`config.mk`:
```
export PLATFORM = sky130hd
export DESIGN_NAME = sram_rw_r_arbiter_gf180
export DESIGN_NICKNAME = d
export VERILOG_FILES = /design/src/rtl/sram_rw_r_arbiter_gf180_pkg.sv /design/src/rtl/sram_rw_r_grant_gf180.sv /design/src/rtl/sram_rw_r_arbiter_gf180.sv
export SDC_FILE = /design/constraint.sdc
export NUM_CORES = 1
export LEC_CHECK = 0
export BUFFER_PORTS_ARGS = -buffer_cell sky130_fd_sc_hd__clkbuf_2
export CAP_MARGIN = 10
export CORE_UTILIZATION = 41
export DETAILED_ROUTE_END_ITERATION = 10
export PLACE_DENSITY = 0.89
export SLEW_MARGIN = 5
export SYNTH_ARGS = -nofsm -noshare
export SYNTH_HDL_FRONTEND = slang
export SYNTH_SLANG_ARGS = --single-unit
```
`constraint.sdc`:
```
create_clock -name clk -period 2.45 [get_ports clk]
set_clock_uncertainty 0.2 [all_clocks]
set_input_delay 0.49 -clock clk [delete_from_list [all_inputs] [get_ports clk]]
set_output_delay 0.49 -clock clk [all_outputs]
set_load 0.005 [all_outputs]
```
`src/rtl/sram_rw_r_arbiter_gf180_pkg.sv`:
```
// Shared definitions for the GF180 single-port SRAM read/write + read-only arbiter.
// Contents: word-size derivation, arbitration mode encodings, grant bundle type,
// last-grant state encoding and the byte-mask to active-low bit WEN expansion.
package sram_rw_r_arbiter_gf180_pkg;

    localparam int unsigned BITS_PER_BYTE  = 8;
    localparam int unsigned MAX_BYTE_COUNT = 8;
    localparam int unsigned MAX_WORD_SIZE  = BITS_PER_BYTE * MAX_BYTE_COUNT;

    localparam int unsigned ARB_PRIORITY    = 0;
    localparam int unsigned ARB_ROUND_ROBIN = 1;

    // Which port was granted alone most recently (round-robin memory).
    typedef enum logic {
        LAST_PRIMARY   = 1'b0,
        LAST_SECONDARY = 1'b1
    } last_grant_t;

    // Per-cycle decision of the grant unit.
    typedef struct packed {
        logic primary;
        logic secondary;
        logic merge;
    } grant_t;

    function automatic int unsigned word_size(input int unsigned byte_count);
        return BITS_PER_BYTE * byte_count;
    endfunction

    // Byte enables (active-high) to macro bit write enables (active-low).
    function automatic logic [MAX_WORD_SIZE-1:0] expand_wen(input logic [MAX_BYTE_COUNT-1:0] mask);
        logic [MAX_WORD_SIZE-1:0] wen;
        wen = '1;
        for (int unsigned k = 0; k < MAX_BYTE_COUNT; k++) begin
            wen[k*BITS_PER_BYTE +: BITS_PER_BYTE] = {BITS_PER_BYTE{~mask[k]}};
        end
        return wen;
    endfunction

endpackage

```
`src/rtl/sram_rw_r_grant_gf180.sv`:
```
// Grant unit: decides per cycle which of the two ports owns the macro.
// Ports:
//   clk, rst_n          clock, async active-low reset
//   primary_req         primary request (already gated by reset)
//   secondary_req       secondary read request (already gated by reset)
//   primary_write       primary request is a write
//   address_equal       primary and secondary addresses match
//   grant_c             combinational grants + merge flag
// State: wait_count (mode 0 starvation counter), last_grant (mode 1 alternation).
module sram_rw_r_grant_gf180
    import sram_rw_r_arbiter_gf180_pkg::*;
#(
    parameter int unsigned ARBITRATION_MODE   = ARB_PRIORITY,
    parameter int unsigned SECONDARY_MAX_WAIT = 3
) (
    input  logic   clk,
    input  logic   rst_n,
    input  logic   primary_req,
    input  logic   secondary_req,
    input  logic   primary_write,
    input  logic   address_equal,
    output grant_t grant_c
);

    localparam int unsigned WAIT_W = $clog2(SECONDARY_MAX_WAIT + 1);
    localparam logic [WAIT_W-1:0] WAIT_LIMIT = WAIT_W'(SECONDARY_MAX_WAIT);

    logic [WAIT_W-1:0] wait_count;
    logic [WAIT_W-1:0] wait_count_next;
    last_grant_t       last_grant;
    last_grant_t       last_grant_next;
    logic              merge;
    logic              contention;
    logic              secondary_wins;

    // State register.
    always_ff @(posedge clk or negedge rst_n) begin
        if (!rst_n) begin
            wait_count <= '0;
            last_grant <= LAST_SECONDARY;
        end else begin
            wait_count <= wait_count_next;
            last_grant <= last_grant_next;
        end
    end

    // Grant decision and next state.
    always_comb begin
        grant_c         = '0;
        wait_count_next = '0;
        last_grant_next = last_grant;
        secondary_wins  = 1'b0;

        // Identical concurrent reads share one access.
        merge      = primary_req && secondary_req && !primary_write && address_equal;
        contention = primary_req && secondary_req && !merge;

        if (ARBITRATION_MODE == ARB_ROUND_ROBIN) begin
            secondary_wins = (last_grant == LAST_PRIMARY);
        end else begin
            secondary_wins = (wait_count == WAIT_LIMIT);
        end

        grant_c.merge     = merge;
        grant_c.primary   = primary_req && !(contention && secondary_wins);
        grant_c.secondary = secondary_req && !(contention && !secondary_wins);

        // Counter clears on any cycle the secondary is granted or idle.
        if (ARBITRATION_MODE == ARB_PRIORITY && secondary_req && !grant_c.secondary) begin
            wait_count_next = (wait_count == WAIT_LIMIT) ? wait_count : wait_count + 1'b1;
        end

        // Merged grants leave the alternation untouched.
        if (grant_c.primary && !grant_c.secondary) begin
            last_grant_next = LAST_PRIMARY;
        end else if (grant_c.secondary && !grant_c.primary) begin
            last_grant_next = LAST_SECONDARY;
        end
    end

endmodule

```
`src/rtl/sram_rw_r_arbiter_gf180.sv`:
```
// Emulates a read/write primary port and a read-only secondary port on one
// single-port GF180 SRAM macro array by per-cycle arbitration.
// Ports:
//   clk, rst                      clock, async active-low reset
//   primary*                      R/W master: select, write enable, byte mask,
//                                 address, write data, read data, busy
//   secondary*                    read-only master: select, address, read data, busy
//   sram*                         macro interface: CEN/GWEN/WEN active-low,
//                                 address, write data, read data (1-cycle latency)
// Busy and sram* outputs are combinational from the requests and arbiter state;
// read data is the macro output in the cycle after acceptance, then held.
module sram_rw_r_arbiter_gf180
    import sram_rw_r_arbiter_gf180_pkg::*;
#(
    parameter int unsigned BYTE_COUNT         = 4,
    parameter int unsigned ADDRESS_SIZE       = 9,
    parameter int unsigned ARBITRATION_MODE   = ARB_PRIORITY,
    parameter int unsigned SECONDARY_MAX_WAIT = 3,
    localparam int unsigned WORD_SIZE         = word_size(BYTE_COUNT)
) (
    input  logic                    clk,
    input  logic                    rst,
    input  logic                    primarySelect,
    input  logic                    primaryWriteEnable,
    input  logic [BYTE_COUNT-1:0]   primaryWriteMask,
    input  logic [ADDRESS_SIZE-1:0] primaryAddress,
    input  logic [WORD_SIZE-1:0]    primaryDataWrite,
    output logic [WORD_SIZE-1:0]    primaryDataRead,
    output logic                    primaryBusy,
    input  logic                    secondarySelect,
    input  logic [ADDRESS_SIZE-1:0] secondaryAddress,
    output logic [WORD_SIZE-1:0]    secondaryDataRead,
    output logic                    secondaryBusy,
    output logic                    sramCEN,
    output logic                    sramGWEN,
    output logic [WORD_SIZE-1:0]    sramWEN,
    output logic [ADDRESS_SIZE-1:0] sramAddress,
    output logic [WORD_SIZE-1:0]    sramDataWrite,
    input  logic [WORD_SIZE-1:0]    sramDataRead
);

    grant_t                  grant;
    logic                    primary_req;
    logic                    secondary_req;
    logic                    primary_write_grant;
    logic [MAX_BYTE_COUNT-1:0] mask_ext;
    logic [MAX_WORD_SIZE-1:0]  wen_full;
    logic                    primary_pending;
    logic                    secondary_pending;
    logic [WORD_SIZE-1:0]    primary_hold;
    logic [WORD_SIZE-1:0]    secondary_hold;

    // No grants while reset is asserted, so Busy simply mirrors Select.
    assign primary_req   = primarySelect && rst;
    assign secondary_req = secondarySelect && rst;

    sram_rw_r_grant_gf180 #(
        .ARBITRATION_MODE   (ARBITRATION_MODE),
        .SECONDARY_MAX_WAIT (SECONDARY_MAX_WAIT)
    ) u_grant (
        .clk           (clk),
        .rst_n         (rst),
        .primary_req   (primary_req),
        .secondary_req (secondary_req),
        .primary_write (primaryWriteEnable),
        .address_equal (primaryAddress == secondaryAddress),
        .grant_c       (grant)
    );

    assign primaryBusy   = primarySelect && !grant.primary;
    assign secondaryBusy = secondarySelect && !grant.secondary;

    // Macro access mux.
    assign primary_write_grant = grant.primary && primaryWriteEnable;
    assign mask_ext            = MAX_BYTE_COUNT'(primaryWriteMask);
    assign wen_full            = expand_wen(mask_ext);

    assign sramCEN       = !(grant.primary || grant.secondary);
    assign sramGWEN      = !primary_write_grant;
    assign sramWEN       = primary_write_grant ? wen_full[WORD_SIZE-1:0] : '1;
    // Secondary address only when it owns the slot alone; a merge shares the primary address.
    assign sramAddress   = (grant.secondary && !grant.merge) ? secondaryAddress : primaryAddress;
    assign sramDataWrite = primaryDataWrite;

    // Read pipeline flags and per-port hold registers.
    always_ff @(posedge clk or negedge rst) begin
        if (!rst) begin
            primary_pending   <= 1'b0;
            secondary_pending <= 1'b0;
            primary_hold      <= '0;
            secondary_hold    <= '0;
        end else begin
            primary_pending   <= grant.primary && !primaryWriteEnable;
            secondary_pending <= grant.secondary;
            if (primary_pending) begin
                primary_hold <= sramDataRead;
            end
            if (secondary_pending) begin
                secondary_hold <= sramDataRead;
            end
        end
    end

    // Macro data passes straight through in the cycle after acceptance.
    assign primaryDataRead   = primary_pending   ? sramDataRead : primary_hold;
    assign secondaryDataRead = secondary_pending ? sramDataRead : secondary_hold;

endmodule
```
==> metrics.csv, run 1 <==
stage,metric,value,unit
global_route,largest net degree at the start of global routing,59,
worst_setup_path,critical path startpoint category,register,
detailed_routing,DRC viols,0,
cts,clk_lat worst skew,0.32,ns
sta,setup ws final,-0.0931,ns
worst_setup_path,Crit. End Element,output port,
final_layout,Final #Nets,466,
outcome,failing checks,negative setup slack,
detailed_routing,TritonRoute pass-1 iters,4,
worst_setup_path,critical path class,register to output port,
cts,Num CTS Buffers,9,
sta,worst slew pin tran,0.703,ns
global_route,global-route wire length before repair,12200,um
detailed_routing,Initial DRC Count,72,
cts,# H-tree levels,3,
floorplan,# rows,32,
placed_design,dpl cells,462,
synth,"FF+latch count, synth",68,
final_layout,# diodes,0,
worst_setup_path,Crit Reg-Reg Startpoint,secondary_pending,
global_route,total track usage,19.2,%
floorplan,Die Y,91.2,um
sta,Peak Freq,393,MHz
cts,clock tree sinks,68,
sta,post-route minimum period,2.54,ns
synth,post-synth top area cell,dfrtp_1,
cts,Max clock buf depth,2,
sta,relative slew slack,53.1,%
sta,final hold viol count,0,
placed_design,port bufs,167,
final_layout,most frequent cells in the layout,"clkbuf_2, mux2_2, dfrtp_1, buf_4",
synth,"Avg Cell Area, Syn",13.2,um2
outcome,outcome,finished with violations,
detailed_routing,vias per cell,4.78,
cts,TritonCTS clock tree,done,
power,Max VDD drop,352,uV
floorplan,Starting Density,42.2,%
cts,Clk Tree Root Cell,clkbuf_8,
synth,post-synthesis cell area,3260,um2
final_layout,share of cells above drive strength 1,75.4,%
final_layout,post-route insts no fill,480,
worst_setup_path,Worst Setup SP,u_grant.wait_count[0],
global_route,initial antenna violation count,0,
global_route,vias in the first global route,2323,
sta,final setup vio count,8,
sta,RSZ-0062 raised after global routing,true,
synth,Synth area leaders,"dfrtp_1, mux2_2, buf_4, xor2_1, buf_1",
floorplan,Die W,91.2,um
synth,"Seq/Total Area, Yosys",52.2,%
placed_design,GP Congestion,0.770,
power,pwr dens,731,nW/um2
flow_run,Max-Cap Viols,0,
synth,Synth cell types,24,
worst_setup_path,Worst Path Arrival,1.85,ns
global_route,GR Overflow Total,0,
placed_design,post-DP HPWL,6280,um
sta,period utilization,104,%
detailed_routing,DR vias,2294,
sta,setup_tns,-0.361,ns
floorplan,die area,8310,um2
synth,Synth Net Count,339,
hold_path,Worst Hold Class,primary input to asynchronous set/reset pin,
synth,post-synth top area share,52.2,%
detailed_routing,final WL,8100,um
detailed_routing,Avg WL per Cell,16.9,um
final_layout,Filler cells,701,
detailed_routing,antenna-violating nets left,0,
synth,cells after synthesis,247,
floorplan,Floorplan Core Area,7730,um2
placed_design,DP Worst Slack,-0.287,ns
cts,"Reg clk slew, reported paths",0.07,ns
power,leakage power,0.00209,uW
final_layout,"commonest non-fill, non-tap cell in the layout",clkbuf_2,
final_layout,area grow syn2layout,28.3,%
synth,"Warnings, synthesis",0,
floorplan,I/O Pins,232,
sta,"Slew Viols, Final",0,
worst_setup_path,CP max FO,4,
worst_setup_path,CP required,1.76,ns
[state kept, by name (all words and copies together), names as in the netlist]
name and cells:
primary_hold 32, primary_pending 1, secondary_hold 32, secondary_pending 1
u_grant.wait_count 2
[worst paths after layout]
| kind | end | slack [ns] | cells past startpoint |
|---|---|---|---|
| max in group asynchronous | primary_hold[21] | 1.34 | 2 |
| setup reg to reg | secondary_hold[1] | 1.08 | 2 |
| setup / recovery | sramAddress[5] | -0.09 | 6 |
| hold / removal | primary_hold[24] | 0.03 | 2 |
| hold reg to reg | primary_hold[12] | 0.30 | 1 |
| min in group clk | primary_pending | 0.15 | 2 |
[synthesized netlist by cell type (all sizes together)]
library cell,number
mux2,73
dfrtp,68
buf,66
xor2,9
nand2,6
nand3,3
nor2b,3
a21oi,2
clkbuf,2
nand2b,2
nor4,2
a311oi,1
a31o,1
a31oi,1
a41o,1
and3,1
and3b,1
ha,1
inv,1
nor2,1
nor3,1
o21ai,1
[cell type report]
class	count	area (um2)	share of cell area, %
clock buffers	9	124	2.96
clock inverters	6	90.1	2.16
inverters	1	3.75	0.0898
multi-input cells	110	1170	28.0
flip-flops and latches	68	1700	40.7
well taps	102	128	3.05
repair buffers	184	963	23.0
[through the flow]
| stage | utilization, % | instance area (um2) | hold WS, ns | power [uW] |
|---|---|---|---|---|
| 3_3_place_gp | 49.8 | 3850 | 0.279 | 2050 |
| 6_report | 54.1 | 4180 | 0.0277 | 3060 |
| 5_1_grt | 54.1 | 4180 | 0.0254 | 3230 |
| 4_1_cts | 53.5 | 4140 | 0.0141 | 3100 |
| 2_1_floorplan | - | 3260 | -0.00559 | 1760 |
| 3_5_place_dp | 49.8 | 3850 | 0.284 | 2090 |
[cell families (layout without fill, tap and decap cells)]
group                    after synthesis  after routing  synth area share (%)
buffers and inverters                 69            200                  14.9
adder cells (fa/ha/maj)                1              1                 0.384
AO/OA/AOI/OAI                          7              7                  1.50
XOR/XNOR                               9              9                  2.42
multiplexers                          73             73                  25.2
flip-flops                            68             68                  52.2
AND/OR/NAND/NOR                       20             20                  3.42
[where the power goes]
group | switching, uW | internal [uW] | total, uW
Sequential | 51.7 | 1320 | 1370
Clock | 409 | 569 | 978
Combinational | 325 | 381 | 706
Total | 786 | 2270 | 3060
[metal layers]
metal | global-route usage (%) | routed length (um) | part of all wire, % | up-vias
met4 | 7.80 | 137 | 1.7 | 0
met5 | 0 | 0 | 0 | -
met1 | 21.7 | 3130 | 39 | 1116
li1 | - | - | - | 1033
met2 | 33.6 | 4190 | 52 | 133
met3 | 5.95 | 641 | 7.9 | 12
[timing repair]
| item | 4_1_cts | 5_1_grt |
|---|---|---|
| endpoints found under the hold margin | 0 | 0 |
| gates cloned | 0 | 0 |
| hold buffers | 0 | 0 |
| pin swaps | 1 | 5 |
| buffers inserted | 0 | 3 |
| gates resized for setup | 13 | 7 |
| setup endpoints to repair | 14 | 43 |
[worst max-delay path, stage by stage, from the launching register on]
cell and delay, ns:
dfrtp_1 0.36, ha_2 0.20, nand2b_4 0.15, nand3_4 0.09, a31oi_4 0.27, mux2_4 0.34
clkbuf_2 0.11
Note: power is estimated with default switching activity, not from simulation.
==> run 2, diff against run 1 <==
--- a/config.mk
+++ b/config.mk
@@ -9,6 +9,7 @@
 export CAP_MARGIN = 10
 export CORE_UTILIZATION = 41
 export DETAILED_ROUTE_END_ITERATION = 10
+export MAX_ROUTING_LAYER = met4
 export PLACE_DENSITY = 0.89
 export SLEW_MARGIN = 5
 export SYNTH_ARGS = -nofsm -noshare
==> run 2 against run 1 <==
Effect of this change: the run still ends with negative setup slack left; fmax increased by 0.26%; die area unchanged; clock-buffer cell count unchanged; first-iteration DRC count increased by 1.4%; utilization unchanged; cell count unchanged; routed wire length about the same; via count increased by 0.61%; non-clock buffer count unchanged; hold slack about the same; combinational power about the same; power about the same; critical endpoint unchanged; largest cell class unchanged; highest routed layer unchanged.
==> metrics.csv, run 2 (synthesis gave the netlist of run 1 again) <==
stage,metric,value,unit,change
global_route,largest net degree at the start of global routing,59,,unchanged
cts,TritonCTS clock tree,done,,
final_layout,Final #Nets,466,,unchanged
floorplan,# rows,32,,unchanged
global_route,global-route wire length before repair,12200,um,about the same
detailed_routing,final WL,8110,um,about the same
worst_setup_path,critical path startpoint category,register,,
detailed_routing,DRC viols,0,,unchanged
sta,RSZ-0062 raised after global routing,true,,
cts,clock tree sinks,68,,unchanged
hold_path,Worst Hold Class,primary input to asynchronous set/reset pin,,
detailed_routing,Initial DRC Count,73,,+1.4%
detailed_routing,DR vias,2308,,+0.61%
outcome,failing checks,negative setup slack,,
placed_design,GP Congestion,0.780,,+1.3%
cts,Max clock buf depth,2,,unchanged
sta,final setup vio count,6,,-2
final_layout,top flop regs,"primary_hold x32, secondary_hold x32, u_grant.wait_count x2",,
final_layout,multi-input logic area,1170,um2,unchanged
sta,post-route minimum period,2.54,ns,-0.00658 ns
worst_setup_path,CP max FO,4,,unchanged
sta,setup ws final,-0.0865,ns,+0.00658 ns
floorplan,Floorplan Core Area,7730,um2,unchanged
worst_setup_path,Crit. End Element,output port,,
global_route,initial antenna violation count,0,,unchanged
final_layout,most frequent cells in the layout,"clkbuf_2, mux2_2, dfrtp_1, buf_4",,
flow_run,Max-Cap Viols,0,,unchanged
sta,relative slew slack,53.1,%,about the same
floorplan,Die W,91.2,um,unchanged
final_layout,share of cells above drive strength 1,75.4,%,unchanged
power,Max VDD drop,352,uV,about the same
final_layout,FF+latch area,1700,um2,unchanged
detailed_routing,TritonRoute pass-1 iters,4,,unchanged
power,leakage power,0.00209,uW,unchanged
cts,Clk Tree Root Cell,clkbuf_8,,
floorplan,die area,8310,um2,unchanged
placed_design,port bufs,167,,unchanged
sta,"Slew Viols, Final",0,,unchanged
worst_setup_path,Worst Path Arrival,1.85,ns,about the same
final_layout,area grow syn2layout,28.3,%,unchanged
global_route,GR Overflow Total,0,,unchanged
detailed_routing,vias per cell,4.81,,+0.61%
global_route,total track usage,19.8,%,+0.56 points
placed_design,post-DP HPWL,6280,um,unchanged
sta,final hold viol count,0,,unchanged
detailed_routing,antenna-violating nets left,0,,unchanged
placed_design,DP Worst Slack,-0.287,ns,unchanged
floorplan,Starting Density,42.2,%,unchanged
floorplan,I/O Pins,232,,unchanged
sta,worst slew pin tran,0.703,ns,-0.0000747 ns
final_layout,"commonest non-fill, non-tap cell in the layout",clkbuf_2,,
floorplan,Die Y,91.2,um,unchanged
detailed_routing,Avg WL per Cell,16.9,um,about the same
global_route,vias in the first global route,2319,,-0.17%
outcome,outcome,finished with violations,,
worst_setup_path,CP required,1.76,ns,about the same
final_layout,"Core Util, Final",54.1,%,unchanged
final_layout,# diodes,0,,unchanged
power,pwr dens,731,nW/um2,about the same
cts,"Reg clk slew, reported paths",0.07,ns,about the same
cts,cts hold-fix bufs,0,,unchanged
cts,clk_lat worst skew,0.32,ns,about the same
cts,# H-tree levels,3,,unchanged
cts,Num CTS Buffers,9,,unchanged
sta,Peak Freq,394,MHz,+0.26%
final_layout,Filler cells,701,,unchanged
sta,period utilization,104,%,-0.27 points
worst_setup_path,critical path class,register to output port,,
-- run 2: power by group --
part           switching (uW)  internal (uW)
Sequential               51.9           1320
Clock                     409            569
Combinational             325            381
-- run 2: metrics by stage --
stage	setup TNS [ns]	std cells	power, uW	area, um2	hold WS (ns)
floorplan	0	247	1760	3260	-0.00559
global placement	-1.22	462	2050	3850	0.279
detailed placement	-1.46	462	2090	3850	0.284
CTS	-0.535	477	3100	4140	0.0141
global route	-0.979	480	3230	4180	0.0254
finish	-0.322	480	3060	4180	0.0282
-- run 2: metal layers --
metal	up-vias	track usage [%]	part of all wire [%]	routed length, um
li1	1036	-	-	-
met1	1122	21.9	39	3170
met2	138	33.6	52	4190
met3	12	5.61	7.6	613
met4	0	7.80	1.7	137
met5	-	-	0	0
-- run 2: worst paths after layout --
path	from	endpoint	slack (ns)	depth (start not counted)
min in group clk	primaryWriteEnable	primary_pending	0.16	2
worst min-delay path	rst	primary_hold[24]	0.03	2
worst max-delay path	u_grant.wait_count[0]	sramAddress[5]	-0.09	6
worst max register to register	secondary_pending	secondary_hold[1]	1.08	2
worst min register to register	primary_hold[12]	primary_hold[12]	0.30	1
max in group asynchronous	rst	primary_hold[21]	1.33	2
-- run 2: layout make-up --
class / instances / area share, %
clock buffer: 9 / 2.96
inverter: 1 / 0.0898
sequential: 68 / 40.7
timing repair buffer: 184 / 23.0
clock inverter: 6 / 2.16
multi-input combinational: 110 / 28.0
tap: 102 / 3.05
-- run 2: repair_timing --
item	in CTS	in global routing
setup buffers	0	3
pin swaps	1	5
endpoints found under the setup margin	14	43
resized for setup	13	7
-- run 2: critical path: stages (launching register included) --
cell and delay [ns]:
dfrtp_1 0.36, ha_2 0.20, nand2b_4 0.15, nand3_4 0.09, a31oi_4 0.27, mux2_4 0.34, clkbuf_2 0.11
==> run 3, diff against run 2 <==
--- a/config.mk
+++ b/config.mk
@@ -7,11 +7,12 @@
 export LEC_CHECK = 0
 export BUFFER_PORTS_ARGS = -buffer_cell sky130_fd_sc_hd__clkbuf_2
 export CAP_MARGIN = 10
-export CORE_UTILIZATION = 41
+export CORE_UTILIZATION = 42
+export CTS_BUF_LIST = sky130_fd_sc_hd__clkbuf_4
 export DETAILED_ROUTE_END_ITERATION = 10
 export MAX_ROUTING_LAYER = met4
-export PLACE_DENSITY = 0.89
-export SLEW_MARGIN = 5
+export PLACE_DENSITY = 0.91
+export SLEW_MARGIN = 10
 export SYNTH_ARGS = -nofsm -noshare
 export SYNTH_HDL_FRONTEND = slang
 export SYNTH_SLANG_ARGS = --single-unit
==> run 3 against run 2 <==
Effect of this change: the flow still finishes with violations (negative setup slack); first-iteration DRC count shrank 38%; setup slack lost 0.016 ns; routed wire length fell by 6.9%; critical path depth did not move; register-to-register slack worse by 0.03 ns; power decreased by 8.1%; clock-buffer cell count unchanged; sequential share of layout area grew 0.59 points; die area is 2.3% lower; largest power group unchanged.
==> metrics.csv, run 3 (synthesis gave the netlist of run 1 again) <==
stage,metric,value,unit,change
final_layout,area grow syn2layout,26.5,%,
global_route,global-route wire length before repair,11800,um,-2.9%
worst_setup_path,critical path class,register to output port,,
cts,Num CTS Buffers,9,,unchanged
worst_setup_path,CP required,1.76,ns,about the same
global_route,total track usage,19.3,%,-0.44 points
final_layout,Final #Nets,462,,-0.86%
floorplan,Die W,90.1,um,-1.2%
sta,RSZ-0062 raised after global routing,true,,
worst_setup_path,CP max FO,4,,unchanged
outcome,failing checks,negative setup slack,,
power,Combinational Power Share,25.3,%,+2.2 points
final_layout,"commonest non-fill, non-tap cell in the layout",clkbuf_2,,
outcome,outcome,finished with violations,,
final_layout,# diodes,0,,unchanged
power,internal power,2010,uW,-11%
detailed_routing,DR vias,2278,,-1.3%
final_layout,post-route insts no fill,474,,-1.3%
global_route,initial antenna violation count,0,,unchanged
sta,period utilization,104,%,+0.65 points
sta,setup ws final,-0.102,ns,-0.0158 ns
power,Max VDD drop,288,uV,-18%
final_layout,share of cells above drive strength 1,75.2,%,-0.20 points
cts,clk_lat worst skew,0.39,ns,+0.07 ns
floorplan,Floorplan Core Area,7370,um2,-4.6%
floorplan,Starting Density,44.2,%,+2.0 points
final_layout,Filler cells,603,,-14%
floorplan,die area,8120,um2,-2.3%
sta,Peak Freq,392,MHz,-0.62%
placed_design,dpl cells,455,,-1.5%
floorplan,Die Y,90.1,um,-1.2%
sta,worst slew pin tran,0.797,ns,+0.0935 ns
power,leakage power,0.00206,uW,-1.1%
flow_run,Max-Cap Viols,0,,unchanged
placed_design,port bufs,167,,unchanged
sta,relative slew slack,46.9,%,-6.2 points
cts,TritonCTS clock tree,done,,
final_layout,most frequent cells in the layout,"clkbuf_2, mux2_2, dfrtp_1, buf_4",,
global_route,largest net degree at the start of global routing,66,,+12%
cts,Clk Tree Root Cell,clkbuf_4,,
power,Clk pwr share,25.8,%,-6.2 points
detailed_routing,TritonRoute pass-1 iters,4,,unchanged
power,switch share,28.3,%,+2.6 points
cts,Max clock buf depth,2,,unchanged
hold_path,Worst Hold Class,primary input to register,,
sta,"Slew Viols, Final",0,,unchanged
detailed_routing,DRC viols,0,,unchanged
worst_setup_path,critical path startpoint category,register,,
cts,# H-tree levels,3,,unchanged
placed_design,post-DP HPWL,5730,um,-8.8%
power,Psw,794,uW,+1.0%
sta,minimum hold slack,0.0807,ns,+0.0525 ns
cts,clock tree sinks,68,,unchanged
detailed_routing,vias per cell,4.81,,about the same
placed_design,DP Worst Slack,-0.105,ns,+0.182 ns
detailed_routing,final WL,7550,um,-6.9%
sta,post-route minimum period,2.55,ns,+0.0158 ns
floorplan,I/O Pins,232,,unchanged
worst_setup_path,Crit. End Element,output port,,
floorplan,# rows,31,,-3.1%
final_layout,top flop regs,"primary_hold x32, secondary_hold x32, u_grant.wait_count x2",,
detailed_routing,Avg WL per Cell,15.9,um,-5.7%
sta,final hold viol count,0,,unchanged
sta,final setup vio count,9,,+3
detailed_routing,antenna-violating nets left,0,,unchanged
global_route,vias in the first global route,2361,,+1.8%
cts,"Reg clk slew, reported paths",0.11,ns,+0.04 ns
power,Flop pwr share,48.9,%,+4.0 points
detailed_routing,Initial DRC Count,45,,-38%
placed_design,GP Congestion,0.783,,+0.38%
global_route,GR Overflow Total,0,,unchanged
worst_setup_path,Worst Path Arrival,1.86,ns,about the same
power,pwr dens,681,nW/um2,-6.9%
## run 3: changes by cell type in the layout (fill, tap and decap cells not counted), moves of 2 or more
cell        previous run  this run
clkinvlp_4             1         3
clkbuf_8               9         0
nand2_4                0         4
nand2_2                4         0
clkbuf_4               0         9
buf_4                 17        10
## run 3: power groups by stage
stage	combinational, uW	clock, uW	sequential [uW]
final	709	726	1370
after global routing	771	808	1390
after CTS	708	759	1380
after detailed placement	690	0	1400
after global placement	664	0	1380
after floorplan	388	0	1370
## run 3: metal layers
layer  up-vias  wire (um)  track usage, %
met5         -          0               -
met4         0        154            8.74
met3        21        548            6.09
met2       106       3760            31.4
met1      1124       3080            21.8
li1       1027          -               -
## run 3: final timing paths
| path | startpoint | to | slack, ns | depth (start not counted) |
|---|---|---|---|---|
| setup / recovery | u_grant.wait_count[1] | sramAddress[0] | -0.10 | 6 |
| max in group asynchronous | rst | primary_pending | 1.36 | 2 |
| setup reg to reg | primary_pending | primary_hold[31] | 1.05 | 2 |
| hold / removal | primaryWriteEnable | primary_pending | 0.08 | 2 |
| hold reg to reg | secondary_hold[22] | secondary_hold[22] | 0.31 | 1 |
| min in group asynchronous | rst | primary_hold[1] | 0.16 | 2 |
## run 3: final cells by class
cell class	instances	area [um2]	area share, %
flip-flops and latches	68	1700	41.3
multi-input cells	110	1200	29.1
repair buffers	180	952	23.1
well taps	99	124	3.00
clock inverters	7	75.1	1.82
clock buffers	9	67.6	1.64
inverters	1	3.75	0.0910
## run 3: critical path, cell delays in order (launching register included)
cell      delay, ns
dfrtp_1        0.40
ha_4           0.15
nand2b_4       0.13
nand3_4        0.07
a31oi_4        0.26
mux2_4         0.34
clkbuf_2       0.12
## run 3: metrics by stage
stage	TNS (ns)	util, %	cell area, um2	total power (uW)
floorplan	0	-	3260	1760
global placement	-0.268	51.9	3830	2050
finish	-0.599	56.0	4120	2810
CTS	-1.00	55.3	4070	2840
global route	-1.59	56.0	4120	2970
detailed placement	-0.398	51.9	3830	2090
## run 3: repair_timing
action / 4_1_cts / 5_1_grt
setup endpoints to repair: 9 / 50
buffers inserted: 1 / 1
hold endpoints to repair: 3 / 0
cloned: 0 / 0
hold buffers: 1 / 0
pin swaps: 2 / 1
gates resized for setup: 16 / 10
